[src/rtl/lcd_pkg.sv]
// Shared definitions for the LCD path: the 17-bit FIFO word format,
// the frame-start marker and the RGB565 colour-bar palette.
package lcd_pkg;

    // Bit 16 flags a frame-start marker, bits [15:0] carry an RGB565 pixel.
    typedef logic [16:0] queue_word_t;

    localparam queue_word_t FRAME_MARKER = 17'h10000;

    localparam logic [15:0] RGB_WHITE   = 16'hFFFF;
    localparam logic [15:0] RGB_YELLOW  = 16'hFFE0;
    localparam logic [15:0] RGB_CYAN    = 16'h07FF;
    localparam logic [15:0] RGB_GREEN   = 16'h07E0;
    localparam logic [15:0] RGB_MAGENTA = 16'hF81F;
    localparam logic [15:0] RGB_RED     = 16'hF800;
    localparam logic [15:0] RGB_BLUE    = 16'h001F;
    localparam logic [15:0] RGB_BLACK   = 16'h0000;

    // Classic eight-bar palette, brightest on the left, black on the right.
    function automatic logic [15:0] bar_colour(input logic [2:0] barIdx);
        logic [15:0] colour;
        case (barIdx)
            3'd0:    colour = RGB_WHITE;
            3'd1:    colour = RGB_YELLOW;
            3'd2:    colour = RGB_CYAN;
            3'd3:    colour = RGB_GREEN;
            3'd4:    colour = RGB_MAGENTA;
            3'd5:    colour = RGB_RED;
            3'd6:    colour = RGB_BLUE;
            default: colour = RGB_BLACK;
        endcase
        return colour;
    endfunction

endpackage

[src/rtl/debug_pattern_generator.sv]
// Free-running colour-bar source that feeds the LCD FIFO with the same
// word format as the camera stream, so the display side can be brought up
// on its own. A frame is one marker word followed by WIDTH*HEIGHT pixels.
module debug_pattern_generator
    import lcd_pkg::*;
#(
    parameter int FRAME_WIDTH  = 480,
    parameter int FRAME_HEIGHT = 272
) (
    input  logic        clk,
    input  logic        reset_n,
    input  logic        queue_full,
    output logic [16:0] queue_data,
    output logic        queue_wr_en
);

    localparam int BAR_W = FRAME_WIDTH / 8;
    localparam int XW    = (FRAME_WIDTH  > 1) ? $clog2(FRAME_WIDTH)  : 1;
    localparam int YW    = (FRAME_HEIGHT > 1) ? $clog2(FRAME_HEIGHT) : 1;
    localparam int BW    = (BAR_W        > 1) ? $clog2(BAR_W)        : 1;

    localparam logic [XW-1:0] X_LAST   = XW'(FRAME_WIDTH - 1);
    localparam logic [YW-1:0] Y_LAST   = YW'(FRAME_HEIGHT - 1);
    localparam logic [BW-1:0] BAR_LAST = BW'(BAR_W - 1);

    typedef enum logic {
        MARKER,
        PIXELS
    } state_t;

    state_t      state_q,  state_d;
    logic [XW-1:0] x_q,    x_d;
    logic [YW-1:0] y_q,    y_d;
    logic [BW-1:0] barCnt_q, barCnt_d;
    logic [2:0]  barIdx_q, barIdx_d;
    queue_word_t word_q,   word_d;
    logic        active_q;

    // The generator only writes once it has seen a clock edge out of reset,
    // and never while the FIFO reports full, so no word is lost or doubled.
    assign queue_wr_en = active_q && !queue_full;
    assign queue_data  = word_q;

    // Marks the first edge after reset release; cleared instantly by reset.
    always_ff @(posedge clk or negedge reset_n) begin
        if (!reset_n) begin
            active_q <= 1'b0;
        end else begin
            active_q <= 1'b1;
        end
    end

    // Pattern state register; everything only moves on an accepted write.
    always_ff @(posedge clk or negedge reset_n) begin
        if (!reset_n) begin
            state_q  <= MARKER;
            x_q      <= '0;
            y_q      <= '0;
            barCnt_q <= '0;
            barIdx_q <= '0;
            word_q   <= FRAME_MARKER;
        end else begin
            state_q  <= state_d;
            x_q      <= x_d;
            y_q      <= y_d;
            barCnt_q <= barCnt_d;
            barIdx_q <= barIdx_d;
            word_q   <= word_d;
        end
    end

    // Next-word logic: counts pixels and bars and preloads the next word,
    // using a per-bar counter so no division is needed to find the bar.
    always_comb begin
        state_d  = state_q;
        x_d      = x_q;
        y_d      = y_q;
        barCnt_d = barCnt_q;
        barIdx_d = barIdx_q;
        word_d   = word_q;

        if (queue_wr_en) begin
            case (state_q)
                MARKER: begin
                    state_d = PIXELS;
                    word_d  = {1'b0, bar_colour(3'd0)};
                end
                default: begin
                    if (x_q == X_LAST) begin
                        x_d      = '0;
                        barCnt_d = '0;
                        barIdx_d = '0;
                        if (y_q == Y_LAST) begin
                            y_d     = '0;
                            state_d = MARKER;
                            word_d  = FRAME_MARKER;
                        end else begin
                            y_d    = y_q + 1'b1;
                            word_d = {1'b0, bar_colour(3'd0)};
                        end
                    end else begin
                        x_d = x_q + 1'b1;
                        if (barCnt_q == BAR_LAST) begin
                            barCnt_d = '0;
                            barIdx_d = barIdx_q + 1'b1;
                        end else begin
                            barCnt_d = barCnt_q + 1'b1;
                        end
                        word_d = {1'b0, bar_colour(barIdx_d)};
                    end
                end
            endcase
        end
    end

endmodule

[config.mk]
export PLATFORM = sky130hd
export DESIGN_NAME = debug_pattern_generator
export DESIGN_NICKNAME = d
export VERILOG_FILES = /design/src/rtl/lcd_pkg.sv /design/src/rtl/debug_pattern_generator.sv
export SDC_FILE = /design/constraint.sdc
export NUM_CORES = 1
export LEC_CHECK = 0
export CAP_MARGIN = 5
export CORE_MARGIN = 10
export CORE_UTILIZATION = 45
export CTS_BUF_LIST = sky130_fd_sc_hd__clkbuf_4 sky130_fd_sc_hd__clkbuf_8 sky130_fd_sc_hd__clkbuf_16
export DETAILED_ROUTE_END_ITERATION = 10
export PLACE_DENSITY = 0.76
export SLEW_MARGIN = 20
export SYNTH_ARGS = -nofsm -noshare
export SYNTH_HDL_FRONTEND = slang
export SYNTH_SLANG_ARGS = --single-unit
[constraint.sdc]
create_clock -name clk -period 3.3 [get_ports clk]
set_clock_uncertainty 0.1 [all_clocks]
set_input_delay 0.495 -clock clk [delete_from_list [all_inputs] [get_ports clk]]
set_output_delay 0.495 -clock clk [all_outputs]
set_load 0.02 [all_outputs]
# Yosys cells after proc, flatten, opt, wreduce, memory -nomap -nowiden
# Cells that the tools add are included.
[word_totals]
regBits = 46
inputBits = 3
out_inout_bits = 18
word_cells = 41
[op_classes]
n_addsub = 4
eq_ne = 9
mux = 16
n_reduce_logical = 5
[ops]
columns = ["operator", "n"]
rows = [
  ["16-bit one-hot mux with 7 select lines", 1],
  ["17-bit two-way mux", 3],
  ["9-bit by 1-bit adder with 9-bit output, second input constant", 2],
  ["9-bit == test, second input constant", 2],
  ["9-bit two-way mux", 2],
  ["3-bit two-way mux", 5],
  ["6-bit two-way mux", 2],
  ["3-bit == test, second input constant", 3],
  ["6-bit by 1-bit adder with 6-bit output, second input constant", 1],
  ["3-bit by 2-bit == test with 1-bit output, second input constant", 2],
  ["6-bit == test, second input constant", 1],
  ["3-bit by 1-bit adder with 3-bit output, second input constant", 1],
  ["3-bit by 1-bit == test with 1-bit output, second input constant", 1],
  ["3-bit logical NOT", 1],
  ["1-bit two-way mux", 3],
  ["3-bit AND reduction", 1],
  ["2-bit AND reduction", 1],
  ["1-bit logical AND", 1],
  ["1-bit logical NOT", 1],
]

# Depth between registers and ports, before layout
[depth]
word_depth = 9
mapped_depth = 5
mapped_depth_nobuf = 5

# Worst setup path after synthesis
# Ideal clock, no wire load.
[synth_timing]
path_kind = "in2reg"
start = "input port queue_full"
end = "register y_q[1]"
setup_ns = 0.127
arrival_ns = 1.528
required_ns = 3.073
slack_ns = 1.545
stages = 3
path_buffers = 0
cell_sequence = "nand3b_4 -> nor4_4 -> mux2_1"
[synth_between]
elab_chain_cells = 3
[synth_rtl]
columns = ["element", "line_no", "text"]
rows = [
  ["from (decl)", "debug_pattern_generator.sv:12", "input logic queue_full,"],
  ["1-bit logical NOT", "debug_pattern_generator.sv:41", "assign queue_wr_en = active_q && !queue_full;"],
  ["1-bit logical AND", "debug_pattern_generator.sv:41", ""],
  ["3-bit AND reduction (no line)", "--", ""],
  ["to (signal assigned)", "debug_pattern_generator.sv:65", "y_q <= y_d;"],
  ["to (decl)", "debug_pattern_generator.sv:33", "logic [YW-1:0] y_q, y_d;"],
]
# Every way passes these cells.
# A chain may end at the register's enable or synchronous reset.

# Worst setup path after layout
[layout_timing]
start = "input port queue_full"
end = "output port queue_wr_en"
[layout_between]
elab_chain_cells = 2
[layout_rtl]
columns = ["element", "line_no", "text"]
rows = [
  ["1-bit logical NOT", "debug_pattern_generator.sv:41", ""],
  ["1-bit logical AND", "debug_pattern_generator.sv:41", ""],
  ["to (decl)", "debug_pattern_generator.sv:14", "output logic queue_wr_en"],
]
# Every way passes these cells.

==> results.md <==
* Syn_area_per_cell at 10.50 µm²
* Largest family of logic cells by synthesized area: simple AND/OR/NAND/NOR gates
* FF+latch count, synth at 33
* Synth-to-layout area growth at 14.01%
* Synth Net Count at 172
* Hold Path Depth at 2
* ANT cells at 0
* Adder-Cell Fraction of Synth Area at 0.02888
* Layout cell share with drive strength beyond 1 at 0.09551
* Routed WL at 3155 µm
* Number of synthesized flops with an enable pin at 0
* Avg WL per Cell at 13.96 µm
* Number of routed nets with antenna violations at 0
* Worst path cell trace: clkdlybuf4s50_1 -> nor2b_1 -> clkdlybuf4s50_1
* Mapped Area at 1733 µm²
* CP Max Fanout at 6
* CP bufs+invs at 2
* Ys async rst share at 1.000
* Global Route Usage Sum at 0.1062
* Worst-path clk slew at 0.07 ns
* Max-cap violations at 0
* Minimum clock period at 2.507 ns
* Slowest stage delay, CP at 0.68 ns
* DRC at 0
* Count of final hold-check violations at 0
* Ports at 21
* Clock Latency Late Sink at 0.29 ns
* Clock Tree Buf Depth at 2
* Final period util at 0.7598
* Setup TNS at 0 ns
* Worst r2r path cells at 5
* Relative slew slack at 0.5466
* Die Ht at 82.06 µm
* Mux cell area share after synthesis at 0.02455
* DR vias/cell at 5.496
* Setup Fix Bufs, Post-CTS at 0
* DR vias at 1242
* Synthesized instance count at 165
* Final Net Count at 184
* HP Class: reg -> reg
* H-tree Lvls at 2
* Max-slew violations at 0
* Sequential share of the synthesized area at 0.4773
* CTS Sinks at 33
* Simple-gate share of the synthesized area at 0.2231
* CTS Root Cell: clkbuf_8
* Area leader, netlist: dfrtp_1
* Largest cells by area after synthesis: dfrtp_1, xnor2_1, buf_4, nand2_1, ha_1
* Xor and xnor fraction of the mapped netlist area at 0.07076
* Detail Placement HPWL at 2353 µm
* Fmax at 0.3988 GHz
* Tightest Pin Transition at 0.6769 ns
* Antenna violations before repair at 0
* Crit path depth at 3
* Starting Density at 0.4698
* CP endpoint kind: output port
* PD cells at 445.4 nW/µm²
* Dpl ws at 0.7901 ns
* Grt total ovfl at 0
* Row Count at 22
* Area share of the largest cell type after synthesis at 0.4621
* Die Span X at 82.06 µm
* Post-synthesis compound-gate area fraction at 0.1025
* Primary FF master, synth: dfrtp_1
* Most common cell on crit path: clkdlybuf4s50_1
* CP Launch Point: queue_full
* GRT met1 Usage at 0.1237
* Static leakage at 0.8589 nW
* Met3 Use GR at 0.04367
* Die outline area at 6733 µm²
* Startpoint types: input port
* Netlist cell types at 45
* Status: finished clean
* Synth Warn # at 0
* Cts bufs inserted at 5
* Initial drt markers at 64
* Placer congestion estimate at 0.8358
* Most crowded layer after global routing: met2
* Worst Path Required at 2.70 ns
* Worst reg2reg path startpoint: x_q[0]$_DFFE_PN0P_
* Final worst slack at 0.7927 ns
* Core area at 3689 µm²
* Delay-heaviest family, CP: buffers and inverters
* Slowest stage cell, crit path: clkdlybuf4s50_1
* Largest net degree at the start of global routing at 34
* WS Path Type: in -> out
* Post-cts resize count at 0
* DR pass1 iterations at 4
* CTS tree: built
* Worst ir drop on vdd at 0.2670 mV
* Hold Startpoint: queue_data[16]$_DFFE_PN1P_
* Setup repair after global routing missed its margin: false
* Total power at 0.8799 mW
* First-pass GRT wire length at 5526 µm
* Port-buffer cells at 20
* # hold bufs at CTS at 0
* CP Data Arrival Time at 1.91 ns
* GRT met2 Usage at 0.1661
* Vias in the first global route at 1209
* # setup viols final at 0
-- worst register-to-register path: stages, from the launching register on --
cell and delay [ns]:
dfrtp_1 0.41, ha_1 0.25, and3_1 0.21, a31oi_1 0.55, a21oi_1 0.25, nor2_1 0.15
-- layout make-up --
type,instances,area [µm²]
multi-input cells,113,783.3
inverters,3,11.26
clock inverters,3,17.52
well taps,48,60.06
clock buffers,5,68.82
fillers,338,1713
repair buffers,21,207.7
flip-flops and latches,33,827.0
-- where the power goes --
group	internal (mW)	leakage, nW	switching [mW]
logic	0.0435	0.402	0.0513
clock network	0.145	0.0439	0.151
registers	0.444	0.413	0.0452
-- cell usage in the layout (no fill, tap or decap), types with 2 or more instances in the layout --
cell type        instances
dfrtp_1                 32
clkdlybuf4s50_1         20
nand2_1                 17
xnor2_1                 12
nor2_1                  11
o21ai_0                  8
nand3_1                  7
nand4_1                  5
clkbuf_8                 5
ha_1                     4
a31oi_1                  3
and2_1                   3
inv_1                    3
a22o_1                   3
nor2b_1                  2
and3_1                   2
a21oi_1                  2
xor2_1                   2
nor4_1                   2
nor4_4                   2
nor3_1                   2
mux2i_1                  2
or3_1                    2
o31ai_1                  2
a211oi_1                 2
clkinv_2                 2
-- routing by layer --
layer | share of wire | vias up
met5 | 0 | -
met4 | 0.014 | 0
met3 | 0.091 | 4
met2 | 0.46 | 35
met1 | 0.43 | 609
li1 | - | 594
-- flip-flops by register name (all words and copies together) (netlist names) --
| signal | count |
|---|---|
| x_q | 9 |
| y_q | 9 |
| barCnt_q | 6 |
| queue_data | 4 |
| barIdx_q | 3 |
| active_q | 1 |
| state_q | 1 |
-- cells in the mapped netlist, types with 3 or more instances --
library cell	instances
nor2_1	11
inv_1	3
a22o_1	3
ha_1	4
xnor2_1	12
nand2_1	17
a31oi_1	3
and2_1	3
dfrtp_1	32
buf_4	13
o21ai_0	8
nand4_1	5
nand3_1	7
-- final timing paths --
| check | end | slack [ns] |
|---|---|---|
| worst max register to register | barCnt_q[4]$_DFFE_PN0P_ | 1.32 |
| worst min-delay path | queue_data[16]$_DFFE_PN1P_ | 0.38 |
| min in group asynchronous | barIdx_q[1]$_DFFE_PN0P_ | 0.50 |
| worst max-delay path | queue_wr_en | 0.79 |
| worst min register to register | queue_data[16]$_DFFE_PN1P_ | 0.38 |
| max in group asynchronous | queue_data[16]$_DFFE_PN1P_ | 2.26 |
-- through the flow --
stage / utilization / std cells / area, µm² / hold WS [ns]
floorplan: - / 165 / 1733 / 0.09941
global placement: 0.5122 / 218 / 1889 / 0.3775
detailed placement: 0.5122 / 218 / 1889 / 0.3773
CTS: 0.5356 / 226 / 1976 / 0.3890
global route: 0.5356 / 226 / 1976 / 0.4305
finish: 0.5356 / 226 / 1976 / 0.3838
-- logic make-up (layout without fill, tap and decap cells) --
kind of cell    after synthesis  in the layout
compound gates               26             26
buf+inv                      19             32
flops                        33             33
fa+ha+maj                     4              4
mux                           4              4
simple gates                 64             64
xor+xnor                     14             14
other cells                   1              1
Note: power is estimated with default switching activity, not from simulation.
